==> config.mk <==
export PLATFORM = sky130hd
export DESIGN_NAME = uart_baud_gen
export DESIGN_NICKNAME = d
export VERILOG_FILES = /design/src/rtl/uart_baud_pkg.sv /design/src/rtl/baud_frac_divider.sv /design/src/rtl/uart_baud_gen.sv
export SDC_FILE = /design/constraint.sdc
export NUM_CORES = 1
export LEC_CHECK = 0
export CORE_MARGIN = 2
export CORE_UTILIZATION = 52
export CTS_CLUSTER_DIAMETER = 120
export DETAILED_ROUTE_END_ITERATION = 8
export PLACE_DENSITY = 0.84
export SYNTH_ARGS = -nofsm -noshare
export SYNTH_HDL_FRONTEND = slang
export SYNTH_SLANG_ARGS = --single-unit
==> constraint.sdc <==
create_clock -name clk -period 3.3 [get_ports clk]
set_clock_uncertainty 0.05 [all_clocks]
set_input_delay 0.495 -clock clk [delete_from_list [all_inputs] [get_ports clk]]
set_output_delay 0.495 -clock clk [all_outputs]
set_load 0.01 [all_outputs]
==> src/rtl/uart_baud_pkg.sv <==
// uart_baud_pkg: baud-rate table and elaboration-time divisor helpers
// shared by uart_baud_gen and its fractional divider.
package uart_baud_pkg;
  localparam int OVERSAMPLE_DEF = 16;
  localparam int NUM_RATES      = 8;

  function automatic longint baud_rate(input int sel);
    case (sel)
      0:       return 300;
      1:       return 1200;
      2:       return 4800;
      3:       return 9600;
      4:       return 19200;
      5:       return 38400;
      6:       return 57600;
      default: return 115200;
    endcase
  endfunction

  // Q carries FRAC_W fraction bits: D = Q >> FRAC_W, F = low FRAC_W bits.
  function automatic longint baud_q(input longint clk_hz, input int os,
                                    input int frac_w, input int sel);
    return (clk_hz << frac_w) / (baud_rate(sel) * os);
  endfunction

  function automatic longint baud_d(input longint clk_hz, input int os,
                                    input int frac_w, input int sel);
    return baud_q(clk_hz, os, frac_w, sel) >> frac_w;
  endfunction

  function automatic longint baud_f(input longint clk_hz, input int os,
                                    input int frac_w, input int sel);
    return baud_q(clk_hz, os, frac_w, sel) & ((longint'(1) << frac_w) - 1);
  endfunction
endpackage

==> src/rtl/baud_frac_divider.sv <==
// baud_frac_divider: down-counting divisor that emits the registered sample
// strobe; the UART_BAUD_FRAC_EN build adds a fractional carry accumulator.
module baud_frac_divider #(
  parameter int DIV_W = 16,
`ifdef UART_BAUD_FRAC_EN
  parameter int FRAC_W = 4,
`endif
  parameter logic [DIV_W-1:0] RST_CNT = '0
) (
  input  logic             clk,
  input  logic             reset,
  input  logic             i_run,
  input  logic             i_load,
  input  logic [DIV_W-1:0] i_div,
`ifdef UART_BAUD_FRAC_EN
  input  logic [FRAC_W-1:0] i_frac,
`endif
  output logic             o_tick_nxt,
  output logic             o_sample_tick
);
  logic [DIV_W-1:0] r_div_cnt;
  logic [DIV_W-1:0] w_load_val;
  logic [DIV_W-1:0] w_reload;
  logic             r_sample_tick;

  assign o_tick_nxt    = i_run && (r_div_cnt == '0);
  assign o_sample_tick = r_sample_tick;
  assign w_load_val    = i_div - DIV_W'(1);

`ifdef UART_BAUD_FRAC_EN
  logic [FRAC_W-1:0] r_acc;
  logic [FRAC_W:0]   w_acc_sum;

  // A carry out of the accumulator stretches this period by one cycle.
  assign w_acc_sum = {1'b0, r_acc} + {1'b0, i_frac};
  assign w_reload  = w_load_val + DIV_W'(w_acc_sum[FRAC_W]);

  always_ff @(posedge clk or posedge reset) begin
    if (reset)           r_acc <= '0;
    else if (i_load)     r_acc <= '0;
    else if (o_tick_nxt) r_acc <= w_acc_sum[FRAC_W-1:0];
  end
`else
  assign w_reload = w_load_val;
`endif

  always_ff @(posedge clk or posedge reset) begin
    if (reset) begin
      r_div_cnt     <= RST_CNT;
      r_sample_tick <= 1'b0;
    end else begin
      r_sample_tick <= o_tick_nxt;
      if (i_load)          r_div_cnt <= w_load_val;
      else if (o_tick_nxt) r_div_cnt <= w_reload;
      else                 r_div_cnt <= r_div_cnt - DIV_W'(1);
    end
  end
endmodule

==> src/rtl/uart_baud_gen.sv <==
// uart_baud_gen: oversample, mid-bit and bit-boundary strobes with glitch-free
// rate switching and resync. Define UART_BAUD_FRAC_EN for the fractional divider.
module uart_baud_gen
  import uart_baud_pkg::*;
#(
  parameter int CLK_HZ     = 50_000_000,
  parameter int OVERSAMPLE = OVERSAMPLE_DEF,
  parameter int DIV_W      = 16,
  parameter int FRAC_W     = 4
) (
  input  logic       clk,
  input  logic       reset,
  input  logic       enable,
  input  logic       resync,
  input  logic [2:0] baud_select,
  output logic       sample_tick,
  output logic       mid_tick,
  output logic       bit_tick,
  output logic [2:0] active_sel
);
  localparam int               OS_W    = $clog2(OVERSAMPLE);
  localparam logic [OS_W-1:0]  OS_MID  = OS_W'(OVERSAMPLE / 2 - 1);
  localparam logic [OS_W-1:0]  OS_LAST = OS_W'(OVERSAMPLE - 1);
  localparam logic [DIV_W-1:0] RST_CNT = DIV_W'(baud_d(CLK_HZ, OVERSAMPLE, FRAC_W, 0) - 1);

  logic [DIV_W-1:0]  w_d_tab [NUM_RATES];
`ifdef UART_BAUD_FRAC_EN
  logic [FRAC_W-1:0] w_f_tab [NUM_RATES];
`endif

  for (genvar g = 0; g < NUM_RATES; g++) begin : g_rate
    localparam longint D = baud_d(CLK_HZ, OVERSAMPLE, FRAC_W, g);
    assign w_d_tab[g] = DIV_W'(D);
`ifdef UART_BAUD_FRAC_EN
    assign w_f_tab[g] = FRAC_W'(baud_f(CLK_HZ, OVERSAMPLE, FRAC_W, g));
`endif
    if (D > (longint'(1) << DIV_W) - 1 || D < 2) begin : g_bad
      $error("uart_baud_gen: divisor %0d for rate code %0d out of range", D, g);
    end
  end

  logic [2:0]      r_pend_sel;
  logic [2:0]      r_active_sel;
  logic [OS_W-1:0] r_os_cnt;
  logic            r_mid_tick;
  logic            r_bit_tick;
  logic            w_hold;
  logic            w_tick_nxt;
  logic            w_bit_nxt;
  logic            w_sample_tick;
  logic [2:0]      w_sel_nxt;

  // Reloads always use the code that will be active after this edge, so a
  // new rate starts cleanly at a bit boundary, resync or while disabled.
  assign w_hold    = !enable || resync;
  assign w_bit_nxt = w_tick_nxt && (r_os_cnt == OS_LAST);
  assign w_sel_nxt = (w_hold || w_bit_nxt) ? r_pend_sel : r_active_sel;

  baud_frac_divider #(
    .DIV_W   (DIV_W),
`ifdef UART_BAUD_FRAC_EN
    .FRAC_W  (FRAC_W),
`endif
    .RST_CNT (RST_CNT)
  ) u_div (
    .clk           (clk),
    .reset         (reset),
    .i_run         (enable && !resync),
    .i_load        (w_hold),
    .i_div         (w_d_tab[w_sel_nxt]),
`ifdef UART_BAUD_FRAC_EN
    .i_frac        (w_f_tab[w_sel_nxt]),
`endif
    .o_tick_nxt    (w_tick_nxt),
    .o_sample_tick (w_sample_tick)
  );

  always_ff @(posedge clk or posedge reset) begin
    if (reset) begin
      r_pend_sel   <= '0;
      r_active_sel <= '0;
      r_os_cnt     <= '0;
      r_mid_tick   <= 1'b0;
      r_bit_tick   <= 1'b0;
    end else begin
      r_pend_sel   <= baud_select;
      r_active_sel <= w_sel_nxt;
      r_mid_tick   <= w_tick_nxt && (r_os_cnt == OS_MID);
      r_bit_tick   <= w_bit_nxt;
      if (w_hold || w_bit_nxt) r_os_cnt <= '0;
      else if (w_tick_nxt)     r_os_cnt <= r_os_cnt + OS_W'(1);
    end
  end

  assign sample_tick = w_sample_tick;
  assign mid_tick    = r_mid_tick;
  assign bit_tick    = r_bit_tick;
  assign active_sel  = r_active_sel;
endmodule
Yosys cells after proc, flatten, opt, wreduce, memory -nomap -nowiden --
Memories as Yosys holds them, arrays and structs flattened. Cells that the tools add are included.
Storage, ports and cells: input bits 7, flip-flop bits (word level) 29, memories 1, word-level logic and storage cells 32, memory bits (read-only) 128, output and inout bits 6
Cells by class: mux-type cells 7, $lt $le $gt $ge 1, bitwise gates (word level) 1, equal/unequal tests 2, add/subtract/negate cells 3, reductions and logical operators 10
Memory list:
- (no name shown) | depth 8, width 16, rd ports 1, clocked after Yosys merged registers in 0, write ports 0, line uart_baud_gen.sv:70 | .i_div (w_d_tab[w_sel_nxt]),
Operator list (count):
- two-way mux 16 bit | 4
- subtractor 16 x 1 -> 16 bit, second input constant | 2
- zero test 16 bit | 1
- two-way mux 4 bit | 2
- adder 4 x 1 -> 4 bit, second input constant | 1
- equality test 4 x 3 -> 1 bit, second input constant | 1
- equality test 4 bit, second input constant | 1
- >= comparator 4 bit, second input constant | 1
- logical AND 1 bit | 4
- inverter 3 -> 4 bit | 1
- two-way mux 3 bit | 1
- zero test 1 bit | 2
- logical OR 1 bit | 2
- nonzero test 2 bit | 1

Longest topological paths before layout --
Gate-level depths: netlist of the first run.
depth after elaboration 13, depth in mapped cells 17, depth with buffers taken out 16

Cells and area by module --
Synthesis of the first run repeated with hierarchy kept, for this count alone.
Second synthesis, totals: cells, all modules 187, area total of the unflattened synthesis 1915.6 um^2
By module, submodules not included:
- baud_frac_divider | times used 1, sequential area each 435.4 um^2, area an instance 1174.9 um^2, cells each 119
- uart_baud_gen | times used 1, sequential area each 300.3 um^2, area an instance 740.7 um^2, cells each 68

Least setup slack after synthesis of the first run --
OpenSTA, ideal clock, no wires.
path kind flip-flop to flip-flop, start point reg u_div.r_div_cnt[12], end point reg u_div.r_div_cnt[8], library setup time 0.087 ns, arrival 3.229 ns, cell stages (with the launch flop) 15, required time 3.163 ns, path buffers 1, path slack -0.067 ns, period minus slack after synthesis 3.367 ns, cells stage by stage dfrtp_1 -> or4_4 -> nor4_4 -> a21o_2 -> buf_6 -> mux2_2 -> inv_1 -> ha_1 -> nor2b_1 -> nor2b_1 -> a31oi_1 -> mux2_2 -> a211oi_1 -> o21ai_0 -> a22oi_1
On the way: word-level cells in the longest chain between the ends 12
RTL lines:
- start, declared | line baud_frac_divider.sv:21 | logic [DIV_W-1:0] r_div_cnt;
- start signal, assigned | line baud_frac_divider.sv:53 | if (i_load) r_div_cnt <= w_load_val;
- start signal, assigned | line baud_frac_divider.sv:54 | else if (o_tick_nxt) r_div_cnt <= w_reload;
- start signal, assigned | line baud_frac_divider.sv:55 | else r_div_cnt <= r_div_cnt - DIV_W'(1);
- zero test 16 bit * | line baud_frac_divider.sv:26 | assign o_tick_nxt = i_run && (r_div_cnt == '0);
- logical AND 1 bit * | line baud_frac_divider.sv:26
- logical AND 1 bit * | line uart_baud_gen.sv:56 | assign w_bit_nxt = w_tick_nxt && (r_os_cnt == OS_LAST);
- logical OR 1 bit * | line uart_baud_gen.sv:57 | assign w_sel_nxt = (w_hold || w_bit_nxt) ? r_pend_sel : r_active_sel;
- two-way mux 3 bit * | line uart_baud_gen.sv:57
- named net w_sel_nxt[1] | line uart_baud_gen.sv:51 | logic [2:0] w_sel_nxt;
- inverter 3 -> 4 bit (implied by the code) * | line uart_baud_gen.sv:70
- memory read (8 x 16 bit) *
- two-way mux 16 bit (implied by the code) * (2 in series) | line uart_baud_gen.sv:70
- subtractor 16 x 1 -> 16 bit * | line baud_frac_divider.sv:28 | assign w_load_val = i_div - DIV_W'(1);
- two-way mux 16 bit | line baud_frac_divider.sv:54
- two-way mux 16 bit * | line baud_frac_divider.sv:53
Mark *: on every way through the listed nets, which the timed path passes. The rest lies on a longest branch. The select of a mux whose other input is x is not followed. A chain may end at the register's enable or synchronous reset.

Worst setup path after layout of the first run --
start point reg u_div.r_div_cnt[11], end point reg u_div.r_div_cnt[4]
Same word-level chain as after synthesis.

==> results of run 1 <==
-- repair_timing --
action                     CTS  global route
hold buffers                 0             0
setup buffers                1             4
resized for setup            1            18
setup endpoints to repair    2             5
pin swaps                    3             6
-- cell families (layout without fill, tap and decap cells) --
logic type,after synthesis,count (layout)
buffers and inverters,17,50
DFF,29,29
and+or+nand+nor,65,65
xor gates and xnor gates,17,17
muxes,15,15
AOI/OAI and AO/OA,33,33
adders and majority gates,11,11
-- critical path, delay by kind of cell (launching register included) --
kind	cells	cell delay, ns
and+or+nand+nor	2	0.82
DFF	1	0.40
muxes	2	0.52
AOI/OAI and AO/OA	3	0.37
xor gates and xnor gates	1	0.24
adders and majority gates	2	0.39
buffers and inverters	4	0.31
-- cells in the mapped netlist (2+ instances only) --
cell / number / area [sq um]
ha_1: 11 / 138
nor2_1: 18 / 67.6
or3_1: 3 / 18.8
o21ai_0: 9 / 45.0
a21oi_1: 8 / 40.0
inv_1: 11 / 41.3
dfstp_2: 8 / 210
nor4_1: 3 / 18.8
nand2_1: 16 / 60.1
mux2i_1: 10 / 100
nor3_1: 4 / 20.0
xnor2_1: 8 / 70.1
dfrtp_1: 21 / 526
mux2_2: 4 / 45.0
xor2_1: 9 / 78.8
nor3b_1: 2 / 15.0
o31ai_1: 2 / 15.0
buf_6: 2 / 22.5
nand2b_1: 2 / 12.5
a31oi_1: 5 / 31.3
clkbuf_1: 3 / 11.3
nand3_1: 6 / 30.0
nor2b_1: 3 / 18.8
-- layout by cell type, fill, tap and decap left out, types with 2 or more instances in the layout --
master,count
dfrtp_1,21
dfstp_2,8
nor4_1,3
nor2b_2,2
mux2i_1,9
nor3_1,4
o21ai_0,6
nand2b_1,2
ha_1,6
buf_4,18
ha_2,4
nand2_1,16
o21ai_1,2
a21oi_1,8
clkdlybuf4s50_1,12
clkbuf_8,2
inv_1,8
a31oi_1,5
o31ai_1,2
xor2_1,9
mux2_4,4
nor2_1,18
nand3_1,6
nor3b_1,2
xnor2_1,8
inv_2,4
or3_1,3
clkbuf_4,5
-- metrics by stage --
step                total power (W)  setup WS (ns)
global placement           0.000666         0.0273
CTS                        0.000929         0.0585
floorplan                  0.000599         0.0498
detailed placement         0.000673        -0.0289
finish                     0.000953         0.0812
global route                0.00101        -0.0284
-- cell type report --
type | instances | area, sq um
clock buffers | 7 | 65.1
clock inverters | 1 | 5.00
fillers | 264 | 1120
inverters | 12 | 45.0
multi-input cells | 141 | 1050
flip-flops and latches | 29 | 736
well taps | 46 | 57.6
repair buffers | 30 | 255
-- where the power goes --
group          switching [W]  internal (W)  total [W]
clock               0.000130      0.000123   0.000253
sequential         0.0000371      0.000403   0.000440
combinational       0.000136      0.000124   0.000260
total               0.000303      0.000650   0.000953
-- routing by layer --
layer,vias to the layer above,part of all wire [%]
li1,715,-
met3,13,4.5
met1,741,42
met5,-,0
met4,0,3.5
met2,53,50
-- final timing paths --
| kind | endpoint |
|---|---|
| max | u_div.r_div_cnt[4] |
| min | mid_tick |
| max reg2reg | u_div.r_div_cnt[4] |
| min reg2reg | mid_tick |
| max in group asynchronous | u_div.r_div_cnt[7] |
| min in group asynchronous | u_div.r_div_cnt[14] |
-- sequential cells by signal, summed over array words and instances (netlist names) --
name                 count
u_div.o_sample_tick      1
active_sel               3
mid_tick                 1
u_div.r_div_cnt         16
r_os_cnt                 4
r_pend_sel               3
bit_tick                 1
==> results_dict.tcl, run 1 <==
set metrics [dict create \
    status "finished clean" \
    yosysSeqAreaShare_pct 40.7 \
    grt_use_met3_pct 5.05 \
    dieArea_sq_um 3960 \
    met2_usage_pct 37.0 \
    synth.net_count 205 \
    drt_iter0_drc 66 \
    tns_ns 0 \
    path_class "register to register" \
    async_flop_share_pct 100 \
    synth_edf_count 0 \
    crit_arrival_ns 3.39 \
    synth_mux_area_share_pct 8.87 \
    cts.path.max_buffers 2 \
    diodes 0 \
    clkSlewWorstSetupHoldPaths_ns 0.11 \
    synth_warnings 0 \
    syn_to_final_growth_pct 22.8 \
    fmax_ghz 0.311 \
    powerDensity_nw_per_um2 430 \
    hold_depth 1 \
    dp.cells 253 \
    r2r_start "u_div.r_div_cnt[11]" \
    finalHoldWorstSlack_ns 0.423 \
    synth_area_sq_um 1810 \
    die_w_um 62.9 \
    fin_cells 266 \
    grt_pass1_vias 1492 \
    vias 1522 \
    grt_max_degree 27 \
    timing.slew.headroom_pct 35.4 \
    drv_cap 0 \
    placed_area_sq_um 2050 \
    cts_tree "done" \
    synth_adder_area_share_pct 7.62 \
    design_area_sq_um 2220 \
    firstDrtPassIters 4 \
    critPathLaunch "u_div.r_div_cnt[11]" \
    initial_core_util_pct 54.1 \
    dpl.hpwl_um 2870 \
    clockRootBuffer "clkbuf_4" \
    num_io_pins 13 \
    grt_usage_pct 22.0 \
    tightestPinTransition_ns 0.968 \
    grt_pass1_wl_um 6710 \
    synth-main-ff-cell "dfrtp_1" \
    antenna_left 0 \
    fin_util_pct 66.4 \
    overflow 0 \
    vias_per_cell 5.72 \
    fp.dieH_um 62.9 \
    antenna_found_initial 0 \
    maxSlewViolCount 0 \
    crit_chain "or4_4, nor4_4, a21o_2, mux2_4, inv_2, ha_2, inv_1, mux2i_2, inv_1, ha_2, inv_2, a21oi_1, xnor2_1, o21ai_1" \
    setup_violations 0 \
    yosys.area_share.simple_pct 18.8 \
    cts.htree.levels 2 \
    rr_worst_depth 14 \
    p_leak_nw 0.959 \
    min_from "r_os_cnt[3]" \
    cts-buffers-inserted 5 \
    grt_util_met1_pct 26.2 \
    std_cell_rows 21 \
    wl_per_cell_um 15.3 \
    synth-seq-cells 29 \
    synth_top_family_by_area "simple AND/OR/NAND/NOR gates" \
    io_buffers 12 \
    crit_path_end_kind "register" \
    clk_latency_ns 0.34 \
    hold_violations 0 \
    critPathMaxStageDelay_ns 0.56 \
    hp-class "register to register" \
    start_kind "register" \
    gp_congestion 0.970 \
    cp_slowest_cell "or4_4" \
    core-area_sq_um 3340 \
    wl_um 4080 \
    synth-xor-area-share_pct 8.25 \
    r2r_slack_ns 0.08 \
    layout-drive-gt1-share_pct 27.3 \
    avgSynthCellArea_sq_um 9.65 \
    clock-sinks 29 \
    period_needed_ns 3.22 \
    crit_required_ns 3.47 \
    layout.nets 237 \
    netlist_instances 187 \
    ir_worst_vdd_uv 238 \
    fin_crit_sh_pct 97.5 \
    drc 0 \
    yosysUniqueCellTypes 42 \
    crit_fanout 4 \
    synth_compound_area_share_pct 11.3 \
    grt_most_used_layer "met2" \
]
No activity file was read; power rests on OpenSTA's default activity.
==> run 2: changes to the inputs <==
Settings changed: PLACE_DENSITY 0.84 to 0.78.
==> run 2 against run 1 <==
Count of clock-buffer cells in the layout stayed put. Register-to-register slack improved by 0.02 ns. First-iteration DRC count grew 44%.
==> results_dict.tcl, run 2 (synthesis gave the netlist of run 1 again) <==
set metrics [dict create \
    status "finished clean" \
    clockRootBuffer "clkbuf_4" \
    wl_per_cell_um 16.6 \
    reg_top3 "u_div.r_div_cnt: 16 flops, r_os_cnt: 4 flops" \
    initial_core_util_pct 54.1 \
    dp.cells 252 \
    gp_congestion 0.905 \
    placed_area_sq_um 2040 \
    start_kind "register" \
    design_area_sq_um 2230 \
    wl_um 4440 \
    combPwrFrac_pct 27.4 \
    regMostFlops "u_div.r_div_cnt" \
    cts_tree "done" \
    vias 1565 \
    maxSlewViolCount 0 \
    tightestPinTransition_ns 1.00 \
    pre_cts_ws_ns -0.138 \
    p_switching_w 0.000311 \
    drt_iter0_drc 95 \
    grt_max_degree 28 \
    crit_path_end_kind "register" \
    internal_power_w 0.000647 \
    io_buffers 12 \
    reg2reg_to "u_div.r_div_cnt[6]" \
    fin_crit_sh_pct 96.9 \
    hold_buffers 0 \
    final_cell_mix "dfrtp_1, buf_4, nor2_1" \
    p_seq_share_pct 46.1 \
    layout.nets 238 \
    fmax_ghz 0.313 \
    r2r_slack_ns 0.10 \
    antenna_found_initial 0 \
    finalHoldWorstSlack_ns 0.451 \
    diodes 0 \
    setup_violations 0 \
    clk_latency_ns 0.34 \
    vias_per_cell 5.86 \
    timing.slew.headroom_pct 33.3 \
    antenna_left 0 \
    core-area_sq_um 3340 \
    cts-buffers-inserted 5 \
    p_leak_nw 0.967 \
    firstDrtPassIters 5 \
    ir_worst_vdd_uv 265 \
    fin_cells 267 \
    netSwitchingFraction_pct 32.5 \
    crit_fanout 5 \
    largest_reg_flops 16 \
    r2r_start "u_div.r_div_cnt[11]" \
    dpl.hpwl_um 3150 \
    grt_pass1_vias 1657 \
    hp-class "register to register" \
    critPathLaunch "u_div.r_div_cnt[11]" \
    period_needed_ns 3.20 \
    drv_cap 0 \
    fin_ws_ns 0.102 \
    clock-sinks 29 \
    path_class "register to register" \
    hold_violations 0 \
    grt_usage_pct 24.9 \
    layout-drive-gt1-share_pct 27.1 \
    crit_arrival_ns 3.35 \
    critical_path.endpoint "u_div.r_div_cnt[6]" \
    num_io_pins 13 \
    die_w_um 62.9 \
    drc 0 \
    powerDensity_nw_per_um2 429 \
    dieArea_sq_um 3960 \
    power_frac_clock_pct 26.5 \
    crit_required_ns 3.45 \
    cts.path.max_buffers 2 \
    syn_to_final_growth_pct 23.7 \
    final_common_cell "dfrtp_1" \
    grt_pass1_wl_um 7650 \
    rr_worst_depth 13 \
    fp.dieH_um 62.9 \
    overflow 0 \
    clkSlewWorstSetupHoldPaths_ns 0.10 \
    std_cell_rows 21 \
    cts.htree.levels 2 \
]
[run 2: cell count changes in the layout (fill, tap and decap cells not counted), sizes merged]
cell  change
buf       +1
[run 2: layout make-up]
class / count / area [sq um]
flip-flops and latches: 29 / 736
well taps: 46 / 57.6
fillers: 264 / 1100
clock buffers: 7 / 65.1
repair buffers: 31 / 263
multi-input cells: 141 / 1060
clock inverters: 1 / 5.00
inverters: 12 / 45.0
[run 2: power by group through the flow]
stage / Combinational, W / Sequential (W) / Clock, W
finish: 0.000263 / 0.000441 / 0.000254
global route: 0.000287 / 0.000444 / 0.000274
CTS: 0.000241 / 0.000439 / 0.000254
detailed placement: 0.000229 / 0.000445 / 0
global placement: 0.000221 / 0.000442 / 0
floorplan: 0.000162 / 0.000437 / 0
[run 2: worst max-delay path, stage by stage, from the launching register on]
cell	delay [ns]
dfstp_2	0.39
or4_4	0.56
nor4_4	0.18
a21o_2	0.21
mux2_4	0.21
inv_2	0.07
ha_2	0.19
nor2b_1	0.12
nor2b_2	0.15
a31oi_1	0.06
mux2_4	0.31
a211oi_4	0.28
xor2_1	0.19
a21oi_1	0.08
[run 2: layer usage]
layer	track usage [%]	vias up	part of all wire, %
met4	15.6	0	2.8
met3	3.78	17	4.9
met5	0	-	0
met1	28.8	772	41
li1	-	717	-
met2	42.8	59	52
[run 2: how the worst min path moves through the flow]
stage	from	to	slack [ns]	cells past startpoint
after floorplan	r_os_cnt[3]	mid_tick	0.40	1
after global placement	r_os_cnt[3]	mid_tick	0.41	1
after detailed placement	r_os_cnt[3]	mid_tick	0.42	1
after CTS	r_os_cnt[3]	mid_tick	0.44	1
after global routing	r_os_cnt[3]	mid_tick	0.48	1
final	r_os_cnt[3]	mid_tick	0.45	1
[run 2: timing repair]
item	4_1_cts	5_1_grt
resized for setup	5	12
buffers inserted	2	5
endpoints found under the setup margin	4	6
hold endpoints to repair	0	0
gates cloned	0	0
pin swaps	2	5
[run 2: metrics by stage]
| step | TNS (ns) | total power, W | util (%) |
|---|---|---|---|
| finish | 0 | 0.000958 | 66.9 |
| global route | -0.0174 | 0.00101 | 66.9 |
| CTS | 0 | 0.000934 | 64.4 |
| detailed placement | -0.314 | 0.000674 | 61.3 |
| global placement | -0.0109 | 0.000663 | 61.3 |
| floorplan | 0 | 0.000599 | - |
==> run 3: changes to the inputs <==
Settings changed: HOLD_SLACK_MARGIN from default to 0.02.
==> results of run 3 <==
Final layout, timing and power as in run 2 (identical DEF).
==> variant 1: new RTL, flow settings as in run 3 <==
The package constant `NUM_RATES` goes from 8 to 4.
--- a/src/rtl/uart_baud_pkg.sv
+++ b/src/rtl/uart_baud_pkg.sv
@@ -4,3 +4,3 @@
   localparam int OVERSAMPLE_DEF = 16;
-  localparam int NUM_RATES      = 8;
+  localparam int NUM_RATES      = 4;
 
Check against the original RTL: not equivalent (Yosys sat finds a counterexample within 4 cycles, from zero or initial values and one cycle with reset high).
==> variant 1 against run 3 <==
- synthesized area is 11% lower
- sequential cell count unchanged
- final cell count decreased by 27%
- critical path depth shrank 5
- cell area decreased by 19%
- sequential share of layout area rose by 7.8 points
- routed wire length is 26% lower
- utilization decreased by 6.8 points
- worst setup slack improved by 0.53 ns
- global-route usage down 2.5 points
- first-iteration DRC count decreased by 64%
- critical endpoint is now u_div.r_div_cnt[8]$_DFF_PP0_
- largest cell class unchanged
- highest routed layer unchanged
Power is not compared: it rests on default switching activity, and its combinational part moved more than twofold at a synthesized area within 25%.
==> variant 1: results (changes against run 3) <==
* Outcome: finished, final reports clean
- Largest net degree at the start of global routing: 28 (unchanged)
* Inst Count DP: 188 (-25%)
* Buffer count from post-CTS setup fixing: 0 (-2)
- Non-clock buffer share: 0.0749 (-0.0428)
* Drt total wl: 3.30 mm (-26%)
* Mapped Cells: 147 (-21%)
- In this run the clock root is driven by a clkbuf_4.
- Net count, final: 176 (-26%)
- Ranked by instance count, the synthesized netlist is headed by dfrtp_1, nor2_1, nand2_1.
- The placer congestion estimate was 0.837 (-7.5%).
- Met3 wire length: 122 µm (-44%)
- Net count after synthesis: 161 (-21%)
* Worst vdd ir: 0.000281 V
- The met2 track demand over resource came to 0.350 (-0.0781).
- Of the total power, the clock network draws 0.282.
* Crit Path Max Fanout: 8 (+3)
- Largest registers: u_div.r_div_cnt: 16 flops, r_os_cnt: 4 flops, r_pend_sel: 3 flops
* Met3 usage: 0.0721 (+0.0342)
- The number of resized instances in the post-cts repair step is 0 (-5).
- Clock buf count: 6 (-1)
- The slack of the worst reg-to-reg path is 0.63 ns (+0.53 ns).
- Total length of routed met2 wires: 1.66 mm (-28%)
- Origin of the worst min-delay path: r_pend_sel[0]$_DFF_PP0_
- The wire length the detailed router placed on met1 is 1.48 mm (-18%).
- Slew HR: 0.320 (-0.0126)
- The worst register-to-register path begins at u_div.r_div_cnt[0]$_DFF_PP1_.
- CP max stage cell: dfstp_2
* Via count of the routed design: 1159 (-26%)
* Class of the tightest hold or removal check: reg -> reg
* Aggregate global-route resource usage: 0.224 (-0.0249)
* Multi-input combinational cell count: 107 (-24%)
- Number of ordinary inverters in the final layout: 5 (-7)
- The worst register-to-register path ends at u_div.r_div_cnt[8]$_DFF_PP0_.
* Drt initial violations: 34 (-64%)
- Uppermost signal routing layer after detailed routing: met4
- The number of buffers outside the clock class in the layout came to 14 (-55%).
* Leak pwr: roughly 0.76 nW
* Maximum single-stage delay on the critical path: 0.39 ns (-0.17 ns)
* End of the worst hold path: u_div.r_div_cnt[7]$_DFF_PP1_
- The level count of the clock H-tree was 2 (unchanged).
* Met1 demand-to-capacity share in global routing: 0.294 (+0.00610)
* Number of cells traversed by the worst register-to-register path: 8 (-5)
- The number of fill cells in the layout is 253 (-4.2%).
* Placed wire-length estimate: 2.29 mm (-27%)
- The worst endpoint data arrival time was 2.85 ns (-0.50 ns).
- The sequential cell area fraction in the yosys report is 0.458 (+0.0508).
- Crit-path leading delay family: multiplexers
- Yosys attributes the largest share of cell area to dfrtp_1, dfstp_2, ha_1.
* Post-synth cell types: 42 (unchanged)
- Number of buffers and inverters on the critical path: 1 (unchanged)
- First-pass GRT wire length: 5.66 mm (-26%)
- The share of cells above drive strength 1 was 0.166 (-0.106).
- Clock-pin slew was measured on the worst setup and hold paths at 0.09 ns.
* Routed wirelength normalized by instance count: 16.9 µm (+1.5%)
- Multi-input gate share of total cell area: 0.456 (-0.0200)
- Clock tree cell share of total cell area: 0.0284 (-0.00294)
- Net switching power figure: 222 µW
- The number of optimization iterations in the first detailed-route pass came to 4 (-1).
- The worst hold path cell count was 1 (unchanged).
==> variant 1: cell types whose count changed after synthesis, moves of 4 or more <==
cell	change
a31oi_1	-4
ha_1	-4
inv_1	-6
mux2i_1	-5
nand2_1	-6
nor2_1	-5
o21ai_0	-8
==> variant 1: kinds of logic after synthesis <==
group	count (synthesis)	synth area share
AO/OA/AOI/OAI	19	0.0803
XOR/XNOR	11	0.0600
adder cells (fa/ha/maj)	7	0.0546
buffers and inverters	11	0.0296
flip-flops	29	0.458
multiplexers	11	0.0803
AND/OR/NAND/NOR	59	0.237
==> variant 1: per-stage QoR <==
step	setup WS, ns	cell area, µm²	hold slack [ns]	power, mW	utilization
after floorplan	0.921	1610	0.360	0.501	-
after global placement	0.712	1750	0.396	0.534	0.584
after detailed placement	0.637	1750	0.422	0.540	0.584
after CTS	0.623	1800	0.434	0.750	0.601
after global routing	0.453	1800	0.450	0.782	0.601
final	0.629	1800	0.427	0.746	0.601
==> variant 2: new RTL, settings of run 3 <==
Without the edit above. Compare `r_os_cnt` against `OS_MID` with >= in place of ==.
--- a/src/rtl/uart_baud_gen.sv
+++ b/src/rtl/uart_baud_gen.sv
@@ -87,3 +87,3 @@
       r_active_sel <= w_sel_nxt;
-      r_mid_tick   <= w_tick_nxt && (r_os_cnt == OS_MID);
+      r_mid_tick   <= w_tick_nxt && (r_os_cnt >= OS_MID);
       r_bit_tick   <= w_bit_nxt;
Formal check against the unedited RTL: same outputs for any inputs over 10 cycles, from zero or initial values and one cycle with reset high; that may be too few to reach the edited logic, so the function may still have changed.
==> variant 2 against run 3 <==
- the flow now finishes with violations (negative setup slack)
- power increased by 7.5%
- utilization increased by 6.2 points
- routed wire length increased by 3.9%
- worst setup slack got worse by 0.54 ns
- sequential cell count unchanged
- synthesized area decreased by 0.90%
- sequential power decreased by 4%
- cell area increased by 8.4%
==> variant 2: results (changes against run 3) <==
* Outcome: finished with violations
- The checks that failed: negative setup slack.
* Via count of the routed design: 1629 (+4.1%)
- The final setup violation count is 5 (+5).
- Net count after synthesis: 203 (-0.98%)
- Commonest cells in the netlist: dfrtp_1, nor2_1, nand2_1
- The worst hold path belongs to the class in -> async.
- Adder-cell share of the synthesized area: 0.0769 (+0.000693)
- The number of resized instances in the post-cts repair step came to 3 (-2).
- Setup Total Neg Slack: -1.74 ns (-1.74 ns)
* Multiplexer share of the synthesized area: 0.0580 (-0.0307)
- Measured slew at the worst slew-check pin: 0.593 ns (-0.407 ns)
* Worst vdd ir: 0.000317 V (+20%)
- Sorting the synthesized cells by area gives the leading types as dfrtp_1, dfstp_2, ha_1.
* Per-cell via count in the routed design: 5.58 (-4.8%)
* Met3 wire length: 184 µm (-16%)
* Total length of routed met2 wires: 2.35 mm (+2.6%)
- The least setup slack across all paths after layout was -0.441 ns (-0.543 ns).
- First-pass iteration count of the detailed router: 4 (-1)
- The sequential cell area fraction in the yosys report is 0.411 (+0.00370).
- Leak pwr: 1.09 nW (+13%)
* Buffer count from post-CTS setup fixing: 4 (+2)
* Largest net degree at the start of global routing: 18 (-36%)
- DRT met1 WL: 1.92 mm (+6.4%)
- The distinct cell type count of the synthesized netlist is 43 (+2.4%).
* Drt initial violations: 114 (+20%)
- The detailed-route wire length per cell was 15.8 µm (-5.0%).
- The worst endpoint data arrival time is 3.94 ns (+0.59 ns).
- The number of cells after detailed placement was 279 (+11%).
* Crit Path Max Fanout: 4 (-1)
[variant 2: cell count changes after synthesis, sizes merged, moves of 3 or more]
cell / run 3 / this run
nor3: 4 / 10
a31oi: 5 / 2
mux2: 5 / 2
mux2i: 10 / 7
o21ai: 9 / 6
[variant 2: critical path, cell delays in order (launching register included)]
cell and delay (ns):
dfrtp_1 0.41, or4_4 0.51, nor4b_4 0.30, a31o_4 0.22, mux2_4 0.34, buf_4 0.15
ha_1 0.31, or3_4 0.41, a211o_1 0.27, mux2i_2 0.21, o2111ai_2 0.20, o32ai_2 0.24
[variant 2: metrics by stage]
step	area (µm²)	hold slack, ns	total power, mW	utilization
3_5_place_dp	2280	0.493	0.730	0.689
4_1_cts	2400	0.496	1.02	0.725
6_report	2420	0.458	1.03	0.731
5_1_grt	2420	0.521	1.08	0.731
3_3_place_gp	2280	0.480	0.717	0.689
2_1_floorplan	1830	0.456	0.596	-
[variant 2: area by class of cell]
type,count,share of cell area
Clock inverter,2,0.0145
Multi-Input combinational cell,141,0.434
Sequential cell,29,0.304
Clock buffer,6,0.0171
Timing Repair Buffer,57,0.189
Tap cell,46,0.0238
Inverter,11,0.0181
[variant 2: kinds of logic (layout without fill, tap and decap cells)]
logic type,count (synthesis),after routing
AO/OA/AOI/OAI,33,33
XOR/XNOR,20,20
adder cells (fa/ha/maj),11,11
buffers and inverters,15,76
flip-flops,29,29
multiplexers,9,9
AND/OR/NAND/NOR,68,68
[variant 2: final timing paths]
| check | from | end | slack (ns) | cells after the start |
|---|---|---|---|---|
| hold / removal | reset | u_div.r_div_cnt[9]$_DFF_PP0_ | 0.46 | 2 |
| min in group clk | r_os_cnt[1]$_DFFE_PP0P_ | r_os_cnt[1]$_DFFE_PP0P_ | 0.51 | 2 |
| max in group asynchronous | reset | mid_tick$_DFF_PP0_ | 2.14 | 3 |
| setup / recovery | u_div.r_div_cnt[10]$_DFF_PP0_ | u_div.r_div_cnt[14]$_DFF_PP0_ | -0.44 | 11 |
| hold reg to reg | r_os_cnt[1]$_DFFE_PP0P_ | r_os_cnt[1]$_DFFE_PP0P_ | 0.51 | 2 |
| setup reg to reg | u_div.r_div_cnt[10]$_DFF_PP0_ | u_div.r_div_cnt[14]$_DFF_PP0_ | -0.44 | 11 |
[variant 2: metal layers]
metal | GRT usage | up-vias
met5 | 0 | -
met4 | 0.108 | 0
met3 | 0.0468 | 16
met2 | 0.430 | 50
met1 | 0.302 | 793
li1 | - | 770
[variant 2: report_power, final]
group,internal (mW),leakage [nW],switching (mW)
registers,0.399,0.358,0.0244
logic,0.161,0.690,0.157
clock network,0.159,0.0422,0.130
total,0.718,1.09,0.312
